File: config.mk
export PLATFORM = sky130hd
export DESIGN_NAME = hamming_decoder
export DESIGN_NICKNAME = d
export VERILOG_FILES = /design/src/rtl/hamming_decoder.sv
export SDC_FILE = /design/constraint.sdc
export NUM_CORES = 1
export LEC_CHECK = 0
export ABC_AREA = 1
export CAP_MARGIN = 40
export CORE_ASPECT_RATIO = 0.9
export CORE_MARGIN = 8
export CORE_UTILIZATION = 44
export DETAILED_ROUTE_END_ITERATION = 7
export GPL_ROUTABILITY_DRIVEN = 0
export PLACE_DENSITY_LB_ADDON = 0.15
export SLEW_MARGIN = 20
export SYNTH_ARGS = -nofsm -noshare
export SYNTH_HDL_FRONTEND = slang
export SYNTH_SLANG_ARGS = --single-unit
File: constraint.sdc
create_clock -name clk -period 1.54 [get_ports clk]
set_input_delay 0.385 -clock clk [delete_from_list [all_inputs] [get_ports clk]]
set_output_delay 0.385 -clock clk [all_outputs]
set_load 0.005 [all_outputs]
File: src/rtl/hamming_decoder.sv
// ---------------------------------------------------------------------------
// hamming_decoder
//
// Single-error-correcting decoder for a word made of BLOCKS independent
// Hamming(7,4) blocks. Block i carries data d = in_data[4i+3:4i] and parity
// p = in_parity[3i+2:3i], where the encoder produced
//   p2 = d0^d2^d3,  p1 = d0^d1^d3,  p0 = d0^d1^d2.
// The syndrome (recomputed parity XOR received parity) selects which single
// bit of the block to flip; a zero syndrome leaves the block untouched.
//
// Two-stage valid/ready pipeline:
//   S1 registers the raw codeword.
//   S2 registers the corrected codeword (drives out_*).
// Backpressure propagates combinationally through in_ready, so the pipeline
// sustains one word per cycle while out_ready stays high.
//
// Optional feature (macro HAMMING_DECODER_ERRCNT_EN):
//   When defined, two saturating counters track words that needed a data-bit
//   correction (data_err_cnt) and words that needed only parity-bit
//   corrections (par_err_cnt). cnt_clr clears both synchronously and wins
//   over a same-cycle increment. When undefined, both counters read 0 and
//   cnt_clr is ignored.
//
// Ports:
//   clk          clock, all state on rising edge
//   rst          asynchronous, active-high reset
//   in_valid     input codeword valid
//   in_ready     decoder accepts codeword
//   in_data      received data bits        [WIDTH-1:0]
//   in_parity    received parity bits      [PBITS-1:0]
//   out_valid    corrected word valid
//   out_ready    downstream accepts word
//   out_data     corrected data            [WIDTH-1:0]
//   out_parity   corrected parity          [PBITS-1:0]
//   out_corr     per-block correction flag [BLOCKS-1:0]
//   cnt_clr      synchronous clear of error counters
//   data_err_cnt words with at least one data-bit correction
//   par_err_cnt  words with parity-only corrections
// ---------------------------------------------------------------------------
module hamming_decoder #(
  parameter int unsigned WIDTH  = 4,
  parameter int unsigned BLOCKS = WIDTH / 4,
  parameter int unsigned PBITS  = BLOCKS * 3,
  parameter int unsigned CNT_W  = 8
) (
  input  logic              clk,
  input  logic              rst,
  input  logic              in_valid,
  output logic              in_ready,
  input  logic [WIDTH-1:0]  in_data,
  input  logic [PBITS-1:0]  in_parity,
  output logic              out_valid,
  input  logic              out_ready,
  output logic [WIDTH-1:0]  out_data,
  output logic [PBITS-1:0]  out_parity,
  output logic [BLOCKS-1:0] out_corr,
  input  logic              cnt_clr,
  output logic [CNT_W-1:0]  data_err_cnt,
  output logic [CNT_W-1:0]  par_err_cnt
);

  // -------------------------------------------------------------------------
  // Pipeline state
  // -------------------------------------------------------------------------
  logic              s1_valid;
  logic [WIDTH-1:0]  s1_data;
  logic [PBITS-1:0]  s1_parity;
  logic              s2_valid;

  logic              s2_ready;
  logic              in_fire;
  logic              s1_move;
  logic              out_fire;

  // -------------------------------------------------------------------------
  // Syndrome and correction, computed from the S1 register
  // -------------------------------------------------------------------------
  logic [WIDTH-1:0]  fix_data;
  logic [PBITS-1:0]  fix_par;
  logic [BLOCKS-1:0] fix_flag;
  logic [BLOCKS-1:0] blk_data_err;
  logic              any_data_err;
  logic              any_corr;

  for (genvar g = 0; g < BLOCKS; g++) begin : g_blk
    logic [3:0] d;
    logic [2:0] p;
    logic [2:0] s;
    logic [3:0] dfix;
    logic [2:0] pfix;

    assign d = s1_data[4*g +: 4];
    assign p = s1_parity[3*g +: 3];
    assign s = {d[0] ^ d[2] ^ d[3],
                d[0] ^ d[1] ^ d[3],
                d[0] ^ d[1] ^ d[2]} ^ p;

    // Each data bit feeds a distinct pair/triple of parity equations, so the
    // syndrome pattern names the erroneous bit; a one-hot syndrome means the
    // parity bit itself was hit.
    always_comb begin
      dfix = d;
      pfix = p;
      case (s)
        3'b111:  dfix[0] = ~d[0];
        3'b011:  dfix[1] = ~d[1];
        3'b101:  dfix[2] = ~d[2];
        3'b110:  dfix[3] = ~d[3];
        3'b100:  pfix[2] = ~p[2];
        3'b010:  pfix[1] = ~p[1];
        3'b001:  pfix[0] = ~p[0];
        default: ;
      endcase
    end

    assign fix_data[4*g +: 4] = dfix;
    assign fix_par[3*g +: 3]  = pfix;
    assign fix_flag[g]        = |s;
    assign blk_data_err[g]    = (s == 3'b111) || (s == 3'b011) ||
                                (s == 3'b101) || (s == 3'b110);
  end

  assign any_data_err = |blk_data_err;
  assign any_corr     = |fix_flag;

  // -------------------------------------------------------------------------
  // Handshake
  // -------------------------------------------------------------------------
  assign out_valid = s2_valid;
  assign s2_ready  = !s2_valid || out_ready;
  assign in_ready  = !s1_valid || s2_ready;
  assign in_fire   = in_valid && in_ready;
  assign s1_move   = s1_valid && s2_ready;
  assign out_fire  = s2_valid && out_ready;

  // S1: raw codeword capture
  always_ff @(posedge clk or posedge rst) begin
    if (rst) begin
      s1_valid  <= 1'b0;
      s1_data   <= '0;
      s1_parity <= '0;
    end else begin
      if (in_fire) begin
        s1_valid  <= 1'b1;
        s1_data   <= in_data;
        s1_parity <= in_parity;
      end else if (s1_move) begin
        s1_valid  <= 1'b0;
      end
    end
  end

  // S2: corrected word; held while downstream stalls
  always_ff @(posedge clk or posedge rst) begin
    if (rst) begin
      s2_valid   <= 1'b0;
      out_data   <= '0;
      out_parity <= '0;
      out_corr   <= '0;
    end else begin
      if (s1_move) begin
        s2_valid   <= 1'b1;
        out_data   <= fix_data;
        out_parity <= fix_par;
        out_corr   <= fix_flag;
      end else if (out_fire) begin
        s2_valid   <= 1'b0;
      end
    end
  end

  // -------------------------------------------------------------------------
  // Error counters
  // -------------------------------------------------------------------------
`ifdef HAMMING_DECODER_ERRCNT_EN
  // A word is classified once, on its S1->S2 move. Any data-bit fix marks it
  // as a data error even if parity bits were also fixed in other blocks.
  always_ff @(posedge clk or posedge rst) begin
    if (rst) begin
      data_err_cnt <= '0;
      par_err_cnt  <= '0;
    end else if (cnt_clr) begin
      data_err_cnt <= '0;
      par_err_cnt  <= '0;
    end else if (s1_move) begin
      if (any_data_err) begin
        if (data_err_cnt != '1) data_err_cnt <= data_err_cnt + 1'b1;
      end else if (any_corr) begin
        if (par_err_cnt != '1) par_err_cnt <= par_err_cnt + 1'b1;
      end
    end
  end
`else
  assign data_err_cnt = '0;
  assign par_err_cnt  = '0;

  logic unused_cnt;
  assign unused_cnt = cnt_clr ^ any_data_err ^ any_corr;
`endif

endmodule

---- After elaboration in Yosys (flattened, before gate mapping) ----
Cells that the tools add are included.
word-level totals
  register bits ........................... 17
  bits in latches ......................... 0
  RAM bits ................................ 0
  bits in read-only memories .............. 0
  input port bits ......................... 12
  output and inout bits ................... 26
  word-level logic and storage cells ...... 48
  memories ................................ 0
cells by class
  add/subtract/negate cells ............... 0
  multiply operators ...................... 0
  div/mod/pow operators ................... 0
  $lt $le $gt $ge ......................... 0
  eq/ne operators ......................... 7
  shift-type cells ........................ 0
  mux-type cells .......................... 11
  bitwise logic cells ..................... 13
  reduce and logical (&&, ||, !) cells .... 10
operator list
  kind                count
  $eq 3x3->1 const B  4
  $mux 1              11
  $not 1->1           7
  $eq 3x2->1 const B  2
  $xor 1x1->1         5
  $reduce_bool 2->1   2
  $eq 3x1->1 const B  1
  $logic_and 1x1->1   3
  $reduce_or 3->1     1
  $xor 3x3->3         1
  $logic_not 1->1     2
  $logic_or 1x1->1    2

---- Longest topological paths before layout ----
Gate-level depths: netlist (run 1).
  depth in word-level cells ............... 5
  depth in mapped cells ................... 11
  depth with buffers taken out ............ 11

---- Least setup slack after synthesis (run 1) ----
No wires, ideal clock.
  path type ............................... reg2reg
  start point ............................. register s1_data[1] (netlist: g_blk[0].d[1])
  end point ............................... register out_data[0]
  library setup time ...................... 0.119 ns
  arrival ................................. 1.144 ns
  data required time ...................... 1.421 ns
  path slack .............................. 0.278 ns
  cell stages (with the launch flop) ...... 11
  buffers on the path ..................... 0
  clock period less this slack ............ 1.262 ns
  cells stage by stage .................... dfrtp_1 > inv_1 > nand2_1 > nand2_1 > nand2_1 > nand2_2 > nand2_1 > inv_1 > nand3_1 > nand3_1 > nand2_1
on the way
  word-level cells in the longest chain between the ends .. 5
  elaborated cells between the ends (all ways) .. 6
  classes of those cells .................. eq/ne: 1; mux: 1; bitwise: 4
ends and longest elaborated chain
  item                            line    text
  from (decl)                     66      logic [WIDTH-1:0] s1_data;
  from (signal assigned)          145     s1_data <= in_data;
  $xor 1x1->1 *                   95, 96
  $xor 1x1->1 (on tied branches)  96, 95
  $xor 3x3->3 *                   96      d[0] ^ d[1] ^ d[2]} ^ p;
  $eq 3x3->1 *                    104     case (s)
  $mux 1 *                        104
  to (signal assigned)            163     out_data <= fix_data;
  to (decl)                       54      output logic [WIDTH-1:0] out_data,
Mark *: on every way between the ends. The rest lies on a longest branch, timed or not.
A chain may end at the register's enable or synchronous reset.

---- Worst setup path after layout (run 1) ----
  start point ............................. input port out_ready
  end point ............................... output port in_ready
on the way
  word-level cells in the longest chain between the ends .. 2
ends and longest elaborated chain
  item              line  text
  from (decl)       53    input logic out_ready,
  $logic_or 1x1->1  130   assign s2_ready = !s2_valid || out_ready;
  $logic_or 1x1->1  131   assign in_ready = !s1_valid || s2_ready;
  to (decl)         49    output logic in_ready,
No other way between the ends.

==> results of run 1 <==
## sequential cells by signal, indices dropped and copies added (netlist names)
signal and flops:
out_parity 3, s1_valid 1, out_corr 1, out_valid 1, out_data 4, g_blk.d 4, g_blk.p 3
## logic make-up (layout without fill, tap and decap cells)
| group | after synthesis | in the layout | share of synthesized area, % |
|---|---|---|---|
| other cells | 1 | 16 | 0.355 |
| simple gates | 94 | 94 | 38.0 |
| flops | 17 | 17 | 40.2 |
| buf+inv | 31 | 48 | 16.8 |
| compound gates | 9 | 9 | 4.62 |
## metal layers
metal / up-vias / wire, um / track usage, %
met4: 0 / 19 / 3.13
met1: 437 / 1030 / 13.5
met2: 23 / 1180 / 19.9
met3: 4 / 155 / 2.51
met5: - / 0 / 0
li1: 506 / - / -
## cells in the mapped netlist
cell	instances
buf_4	16
conb_1	1
nand2_1	55
nor2_2	1
o211ai_1	1
nor2_1	13
nand2_2	7
nand3_1	17
a31oi_1	1
inv_1	12
clkinv_1	1
nor2_4	1
a21oi_1	7
buf_2	1
dfrtp_1	17
inv_2	1
## area by class of cell
cell class                 instances  area, um^2  area share, %
clock buffer                       4        26.3           1.97
inverter                          14        55.1           4.13
multi-input combinational        119         515           38.6
sequential                        17         427           32.0
tap                               28        35.0           2.63
timing repair buffer              30         275           20.6
## power groups by stage
stage	Clock [uW]	Combinational, uW	Sequential (uW)
4_1_cts	256	773	642
5_1_grt	270	863	663
6_report	246	772	644
3_3_place_gp	0	719	652
3_5_place_dp	0	732	657
2_1_floorplan	0	437	654
## per-stage QoR
| stage | setup TNS [ns] | utilization, % | hold WS, ns | worst slack [ns] |
|---|---|---|---|---|
| 2_1_floorplan | 0 | - | 0.311 | 0.278 |
| 3_3_place_gp | -0.460 | 53.3 | 0.463 | -0.332 |
| 3_5_place_dp | -0.714 | 53.3 | 0.470 | -0.341 |
| 4_1_cts | 0 | 55.9 | 0.387 | 0.00196 |
| 5_1_grt | -0.0142 | 56.5 | 0.439 | -0.0142 |
| 6_report | 0 | 56.5 | 0.383 | 0.0795 |
## worst paths after layout
check	from	to	slack (ns)	cells after the start
max in group asynchronous	rst	g_blk[0].d[0]	0.96	3
setup reg to reg	g_blk[0].d[0]	out_parity[0]	0.10	10
hold reg to reg	out_data[0]	out_data[0]	0.49	2
hold / removal	rst	g_blk[0].p[2]	0.38	3
min in group clk	out_data[0]	out_data[0]	0.49	2
setup / recovery	out_ready	in_ready	0.08	4
## worst register-to-register path, stage by stage (launching register included)
cell	delay (ns)
dfrtp_2	0.45
inv_4	0.09
nand2_2	0.06
nand2_2	0.07
nand2_1	0.09
nand2_2	0.08
nand2_1	0.07
nand2_2	0.14
nand3_1	0.10
nand3_1	0.11
nand2_1	0.07
## timing repair
item / in CTS / in global routing
resized for setup: 13 / 6
endpoints found under the setup margin: 10 / 7
setup buffers: 6 / 1
hold buffers: 0 / 0
## layout by cell type (no fill, tap or decap), drive strengths merged
master	Yosys	final
inv	13	13
buf	17	11
a31oi	1	1
nand2	62	62
nor2	15	15
dlygate4sd2	0	8
dfrtp	17	17
a21oi	7	7
o211ai	1	1
conb	1	16
clkbuf	0	4
clkinv	1	1
dlymetal6s2s	0	1
nand3	17	17
clkdlybuf4s50	0	10
==> flow_metrics.py, run 1 <==
metrics = {
    "outcome": {
        "status": "finished, final reports clean",
    },
    "power_and_ir_drop": {
        "worst_ir_drop_vdd_uv": 668,
        "clock_power_share_pct": 14.8,
        "total_power_uw": 1660,
        "cellPowerDensity_nw_per_um2": 1250,
        "p_switching_uw": 633,
        "comb_power_share_pct": 46.4,
        "cellInternalPower_uw": 1030,
        "p_leak_uw": 0.000733,
        "sequentialPowerShare_pct": 38.8,
        "p_sw_share_pct": 38.1,
    },
    "timing": {
        "finalSetupViolCount": 0,
        "fin_crit_sh_pct": 94.8,
        "drv_slew": 0,
        "hold_viol": 0,
        "rsz0062_at_grt": "yes",
        "fin_crit_ns": 1.46,
        "timing.fmax_mhz": 685,
        "skew_ns": 0.00894,
    },
    "worst_hold_path": {
        "min_path_type": "input port to async pin",
    },
    "final_layout": {
        "finalNetCount": 197,
        "area_growth_syn_to_layout_pct": 26.2,
        "final_cells": 212,
        "fillers": 263,
        "final_layout_size_suffix_gt1_share_pct": 15.8,
        "num_antenna_cells": 0,
        "design_area_um2": 1330,
    },
    "grt": {
        "grt_pass1_wl_mm": 3.91,
        "grt_usage_pct": 11.5,
        "grt_max_degree": 18,
        "antenna_found_initial": 0,
        "grt-ovfl-total": 0,
        "grt_pass1_vias": 899,
    },
    "cts": {
        "clkTransAtPathRegs_ns": 0.11,
        "clk_latency_ns": 0.29,
        "cts_buffers": 3,
        "cts.sinks": 17,
        "clockRootBuffer": "clkbuf_4",
        "cts_buffer_depth": 2,
        "tritoncts": "yes",
        "htreeDepth": 1,
    },
    "critical_path": {
        "startpoint_type": "input port",
        "path_delay_family": "buffers and inverters",
        "crit_slowest_cell": "clkdlybuf4s50_1",
        "cp.arrival_ns": 1.08,
        "crit_fanout": 3,
        "critical_path_class": "input port to output port",
        "cp.buffers_inverters": 3,
        "worstPathRequired_ns": 1.15,
        "cpPeakStageDelay_ns": 0.39,
        "crit_chain": "clkdlybuf4s50_1, inv_1, nand3_2, buf_2",
        "end_kind": "output port",
    },
    "die": {
        "die_w_um": 67.7,
        "initial_core_util_pct": 44.8,
        "core-area_um2": 2360,
        "die-height_um": 62.5,
        "rows": 17,
        "dieArea_um2": 4230,
        "ios": 38,
    },
    "route": {
        "dr_total_vias": 970,
        "dr.first_iter.drc_count": 18,
        "vias_per_cell": 4.58,
        "wl_per_cell_um": 11.2,
        "wirelength_mm": 2.38,
        "drcViolationCount": 0,
        "ant_nets": 0,
        "dr.pass1.iters": 4,
    },
    "yosys": {
        "synth_cell_type_count": 16,
        "synth.top_cell.area_share_pct": 40.2,
        "avgSynthCellArea_um2": 6.96,
        "synthTopCellsByArea": "dfrtp_1 (40%), nand2_1 (20%), buf_4 (11%)",
        "synthesis.instances": 152,
        "ys_seq_area_share_pct": 40.2,
        "syn_area_um2": 1060,
        "synth-seq-cells": 17,
        "yosysTopAreaCell": "dfrtp_1",
        "synth.yosys.warnings": 0,
    },
    "placement": {
        "placed_cells": 201,
        "port_buffers": 20,
        "hpwl_mm": 1.84,
        "dpl_cell_area_um2": 1260,
    },
    "flow_run": {
        "drv_cap": 0,
    },
}
Power figures use the tool's default switching activity.
==> run 2, diff against run 1 <==
--- a/config.mk
+++ b/config.mk
@@ -8,7 +8,7 @@
 export ABC_AREA = 1
 export CAP_MARGIN = 40
 export CORE_ASPECT_RATIO = 0.9
-export CORE_MARGIN = 8
+export CORE_MARGIN = 2
 export CORE_UTILIZATION = 44
 export DETAILED_ROUTE_END_ITERATION = 7
 export GPL_ROUTABILITY_DRIVEN = 0
==> run 2 against run 1 <==
  * Utilization rose by 3.5 points
  * Clock-buffer cell count did not move
  * Wire length fell by 7.9%
  * Via count rose by 2.5%
  * First-iteration DRC count rose by 50%
  * Setup slack improved by 0.00050 ns
  * Critical path depth did not move
  * Cell count fell by 0.47%
  * Global-route usage rose by 5.5 points
  * Largest cell class unchanged
  * Final area did not move
  * Maximum frequency barely moved
  * Sequential share of layout area did not move
==> flow_metrics.py, run 2 (synthesis results as in run 1) <==
metrics = {
    "placement": {
        "hpwl_mm": 1.67,
        "placed_cells": 201,
        "port_buffers": 20,
        "dpl_cell_area_um2": 1260,
    },
    "timing": {
        "hold_viol": 0,
        "skew_ns": 0.00135,
        "drv_slew": 0,
        "fin_crit_ns": 1.46,
        "timing.fmax_mhz": 685,
        "finalSetupViolCount": 0,
        "fin_crit_sh_pct": 94.8,
        "holdWs_ns": 0.387,
    },
    "cts": {
        "clockRootBuffer": "clkbuf_4",
        "cts.sinks": 17,
        "tritoncts": "yes",
        "clk_latency_ns": 0.29,
        "htreeDepth": 1,
        "cts_buffer_depth": 2,
        "cts_buffers": 3,
        "clkTransAtPathRegs_ns": 0.10,
    },
    "final_layout": {
        "final_util_pct": 60.0,
        "num_antenna_cells": 0,
        "final_cells": 211,
        "final_common_cell": "nand2_1",
        "finalNetCount": 197,
        "final_layout_size_suffix_gt1_share_pct": 15.8,
        "design_area_um2": 1330,
        "layout_common_cells": "nand2_1 (54), nand3_1 (17), conb_1 (16), dfrtp_1 (16), nor2_1 (12)",
        "area_growth_syn_to_layout_pct": 26.2,
    },
    "worst_hold_path": {
        "min_path_type": "input port to async pin",
    },
    "critical_path": {
        "crit_fanout": 2,
        "critical_path_class": "input port to output port",
        "cp.arrival_ns": 1.07,
        "worstPathRequired_ns": 1.15,
        "startpoint_type": "input port",
        "end_kind": "output port",
    },
    "die": {
        "core-area_um2": 2220,
        "die-height_um": 50.5,
        "rows": 16,
        "dieArea_um2": 2810,
        "ios": 38,
        "initial_core_util_pct": 47.6,
        "die_w_um": 55.7,
    },
    "grt": {
        "grt-ovfl-total": 0,
        "grt_pass1_wl_mm": 3.68,
        "grt_pass1_vias": 870,
        "grt_max_degree": 18,
        "antenna_found_initial": 0,
        "grt_usage_pct": 17.0,
    },
    "outcome": {
        "status": "finished, final reports clean",
    },
    "route": {
        "dr.pass1.iters": 4,
        "wl_per_cell_um": 10.4,
        "vias_per_cell": 4.71,
        "dr.first_iter.drc_count": 27,
        "wirelength_mm": 2.19,
        "drcViolationCount": 0,
        "dr_total_vias": 994,
        "ant_nets": 0,
    },
    "flow_run": {
        "drv_cap": 0,
    },
    "power_and_ir_drop": {
        "cellPowerDensity_nw_per_um2": 1230,
        "p_leak_uw": 0.000725,
        "worst_ir_drop_vdd_uv": 632,
    },
}
==> run 2: through the flow <==
step,TNS (ns),setup slack [ns],total power [uW]
detailed placement,-1.06,-0.322,1380
global placement,-0.572,-0.303,1360
global route,-0.00438,-0.00438,1780
finish,0,0.0800,1630
floorplan,0,0.278,1090
CTS,0,0.0622,1610
==> run 2: metal layers <==
| metal | vias up | part of all wire (%) | global-route usage (%) |
|---|---|---|---|
| met5 | - | 0 | 0 |
| met4 | 0 | 3.8 | 11.8 |
| met3 | 7 | 7.1 | 2.58 |
| met2 | 41 | 46 | 28.6 |
| met1 | 441 | 43 | 20.0 |
| li1 | 505 | - | - |
==> run 2: cell type report <==
type	instances	area [um^2]
clock buffer	4	26.3
fill	213	888
inverter	14	55.1
multi-input combinational	119	520
sequential	17	427
tap	27	33.8
timing repair buffer	30	272
==> run 2: timing repair <==
action                     in CTS  in global routing
setup endpoints to repair      10                  7
hold buffers                    0                  0
setup buffers                   3                  3
gates resized for setup        13                  7
pin swaps                       0                  1
==> run 2: worst paths after layout <==
path	startpoint	endpoint	slack, ns	cells past startpoint
min reg2reg	out_data[1]	out_data[1]	0.48	2
max	out_ready	in_ready	0.08	4
min	rst	g_blk[0].d[1]	0.39	3
min in group clk	out_data[1]	out_data[1]	0.48	2
max in group asynchronous	rst	g_blk[0].d[0]	0.95	3
max reg2reg	g_blk[0].d[0]	out_data[2]	0.12	10
==> run 2: power by group <==
part	internal, uW	switching [uW]	total [uW]
clock network	101	144	245
registers	565	71.0	636
logic	339	414	753
==> run 2: critical path: stages <==
cell,delay (ns)
clkdlybuf4s50_1,0.45
inv_1,0.04
nand3_1,0.08
buf_2,0.12
==> run 3, diff against run 2 <==
--- a/config.mk
+++ b/config.mk
@@ -5,14 +5,13 @@
 export SDC_FILE = /design/constraint.sdc
 export NUM_CORES = 1
 export LEC_CHECK = 0
-export ABC_AREA = 1
 export CAP_MARGIN = 40
 export CORE_ASPECT_RATIO = 0.9
 export CORE_MARGIN = 2
 export CORE_UTILIZATION = 44
 export DETAILED_ROUTE_END_ITERATION = 7
 export GPL_ROUTABILITY_DRIVEN = 0
-export PLACE_DENSITY_LB_ADDON = 0.15
+export PLACE_DENSITY = 0.77
 export SLEW_MARGIN = 20
 export SYNTH_ARGS = -nofsm -noshare
 export SYNTH_HDL_FRONTEND = slang
==> run 3 against run 2 <==
  * The run now ends with negative setup slack left
  * Worst hold slack gained 0.0055 ns
  * Register-to-register slack got worse by 0.26 ns
  * Sequential cell count is the same
  * Utilization up 0.99 points
  * First-iteration DRC count unchanged
==> flow_metrics.py, run 3 <==
metrics = {
    "critical_path": {
        "crit_chain": "xnor3_2, xor2_2, a2111o_1, o211ai_2",
        "worstPathRequired_ns": 1.77,
        "critical_path_class": "register to register",
        "end_kind": "register",
        "reg2reg_from": "g_blk[0].d[3]",
        "cp.buffers_inverters": 0,
        "path_delay_family": "XOR/XNOR gates",
        "cp.arrival_ns": 1.90,
        "worstSetupStartpoint": "g_blk[0].d[3]",
        "crit_cells": 4,
        "startpoint_type": "register",
        "crit_fanout": 6,
        "cpPeakStageDelay_ns": 0.53,
        "reg2reg_depth": 4,
        "crit_slowest_cell": "xnor3_2",
    },
    "placement": {
        "dpl_cell_area_um2": 1330,
        "hpwl_mm": 1.62,
        "pre_cts_slack_ns": -0.393,
        "port_buffers": 20,
    },
    "yosys": {
        "synthTopCellsByArea": "dfrtp_1 (39%), buf_4 (11%), mux2_2 (7.2%)",
        "synthesis.instances": 108,
        "synth.yosys.warnings": 0,
        "synth-seq-cells": 17,
        "synth-main-ff-cell": "dfrtp_1",
        "synth.most_common_cell": "dfrtp_1",
        "syn_area_um2": 1090,
        "synth.top_cell.area_share_pct": 39.1,
        "synth_edf_count": 0,
        "yosysTopAreaCell": "dfrtp_1",
        "avgSynthCellArea_um2": 10.1,
        "ys_seq_area_share_pct": 39.1,
        "synthArstFlopShare_pct": 100,
        "synth_common_cells": "dfrtp_1 (17), buf_4 (16), nand2_1 (15)",
        "synth_cell_type_count": 27,
    },
    "power_and_ir_drop": {
        "cellPowerDensity_nw_per_um2": 1210,
        "p_leak_uw": 0.000701,
        "worst_ir_drop_vdd_uv": 647,
    },
    "final_layout": {
        "area_growth_syn_to_layout_pct": 34.7,
        "design_area_um2": 1470,
        "final_util_pct": 61.0,
        "final_layout_size_suffix_gt1_share_pct": 33.3,
        "layout_common_cells": "buf_4 (21), conb_1 (16), nand2_1 (14), dfrtp_1 (14)",
        "num_antenna_cells": 0,
        "finalNetCount": 160,
        "final_common_cell": "buf_4",
    },
    "worst_hold_path": {
        "min_path_type": "input port to async pin",
    },
    "route": {
        "vias_per_cell": 5.19,
        "wl_per_cell_um": 12.9,
        "drcViolationCount": 0,
        "wirelength_mm": 2.26,
        "ant_nets": 0,
        "dr_total_vias": 908,
        "dr.pass1.iters": 4,
        "dr.first_iter.drc_count": 27,
    },
    "timing": {
        "rsz0062_at_grt": "yes",
        "fin_crit_sh_pct": 109,
        "finalWorstSetupSlack_ns": -0.136,
        "finalSetupViolCount": 7,
        "skew_ns": 0.00106,
        "drv_slew": 0,
        "hold_viol": 0,
        "fin_crit_ns": 1.68,
        "timing.fmax_mhz": 597,
    },
    "grt": {
        "grt_usage_pct": 16.4,
        "grt_pass1_vias": 801,
        "grt_pass1_wl_mm": 3.60,
        "antenna_found_initial": 0,
        "grt_max_degree": 18,
        "grt-ovfl-total": 0,
    },
    "cts": {
        "cts_buffer_depth": 2,
        "clk_latency_ns": 0.30,
        "cts_buffers": 3,
        "tritoncts": "yes",
        "htreeDepth": 1,
        "cts.sinks": 17,
        "clkTransAtPathRegs_ns": 0.10,
        "clockRootBuffer": "clkbuf_4",
    },
    "die": {
        "ios": 38,
        "die_w_um": 56.4,
        "rows": 17,
        "core-area_um2": 2400,
        "initial_core_util_pct": 45.3,
        "dieArea_um2": 2890,
        "die-height_um": 51.2,
    },
    "outcome": {
        "status": "complete, but fails checks",
        "violations": "negative setup slack",
    },
    "flow_run": {
        "drv_cap": 0,
    },
}
[run 3: cell types whose count changed after synthesis, sizes merged, moves of 6 or more]
cell,delta
inv,-12
nand2,-47
mux2,+7
nor2,-14
nand3,-8
a2111o,+6
[run 3: area by class of cell]
| class | count | area (um^2) |
|---|---|---|
| multi-input combinational | 84 | 609 |
| timing repair buffer | 41 | 363 |
| inverter | 1 | 3.75 |
| fill | 205 | 937 |
| sequential | 17 | 429 |
| clock buffer | 4 | 26.3 |
| tap | 28 | 35.0 |
[run 3: logic make-up (layout without fill, tap and decap cells)]
logic type             after synthesis  in the layout  share of synthesized area, %
AND/OR/NAND/NOR                     30             30                          12.5
AO/OA/AOI/OAI                       22             22                          16.8
buffers and inverters               22             46                          14.0
flip-flops                          17             17                          39.1
XOR/XNOR                             9              9                          10.0
multiplexers                         7              7                          7.24
other                                1             16                         0.344
[run 3: per-layer routing]
| metal | routed length [um] | vias to the layer above | GRT usage, % |
|---|---|---|---|
| met5 | 0 | - | 0 |
| met4 | 76 | 0 | 7.14 |
| met3 | 110 | 9 | 3.04 |
| met2 | 1190 | 37 | 28.3 |
| met1 | 882 | 441 | 20.1 |
| li1 | - | 421 | - |
[run 3: timing repair]
action / CTS / global route
pin swaps: 2 / 2
setup buffers: 6 / 2
hold endpoints to repair: 0 / 0
setup endpoints to repair: 23 / 18
hold buffers: 0 / 0
gates resized for setup: 11 / 13
[run 3: where the power goes]
group / internal (uW) / total, uW / switching, uW
registers: 557 / 655 / 97.8
logic: 471 / 868 / 397
clock network: 101 / 247 / 146
total: 1130 / 1770 / 641
[run 3: path summary, 6_finish.rpt]
path,slack (ns),end
setup / recovery,-0.14,out_data[0]
hold / removal,0.39,s1_valid
setup reg to reg,-0.14,out_data[0]
hold reg to reg,0.50,out_data[2]
max in group asynchronous,0.95,g_blk[0].d[2]
min in group clk,0.50,out_data[2]
[run 3: metrics by stage]
stage | hold slack (ns) | setup TNS, ns | power (uW) | cells
detailed placement | 0.479 | -4.98 | 1430 | 163
global route | 0.417 | -1.26 | 1900 | 175
CTS | 0.399 | -0.600 | 1720 | 173
global placement | 0.465 | -4.46 | 1390 | 163
finish | 0.392 | -0.752 | 1770 | 175
floorplan | 0.311 | -0.0216 | 1120 | 123
[run 3: worst reg2reg max path, stage by stage, from the launching register on]
cell and delay, ns:
dfrtp_2 0.44, xnor3_2 0.53, xor2_2 0.22, a2111o_1 0.34
o211ai_2 0.08
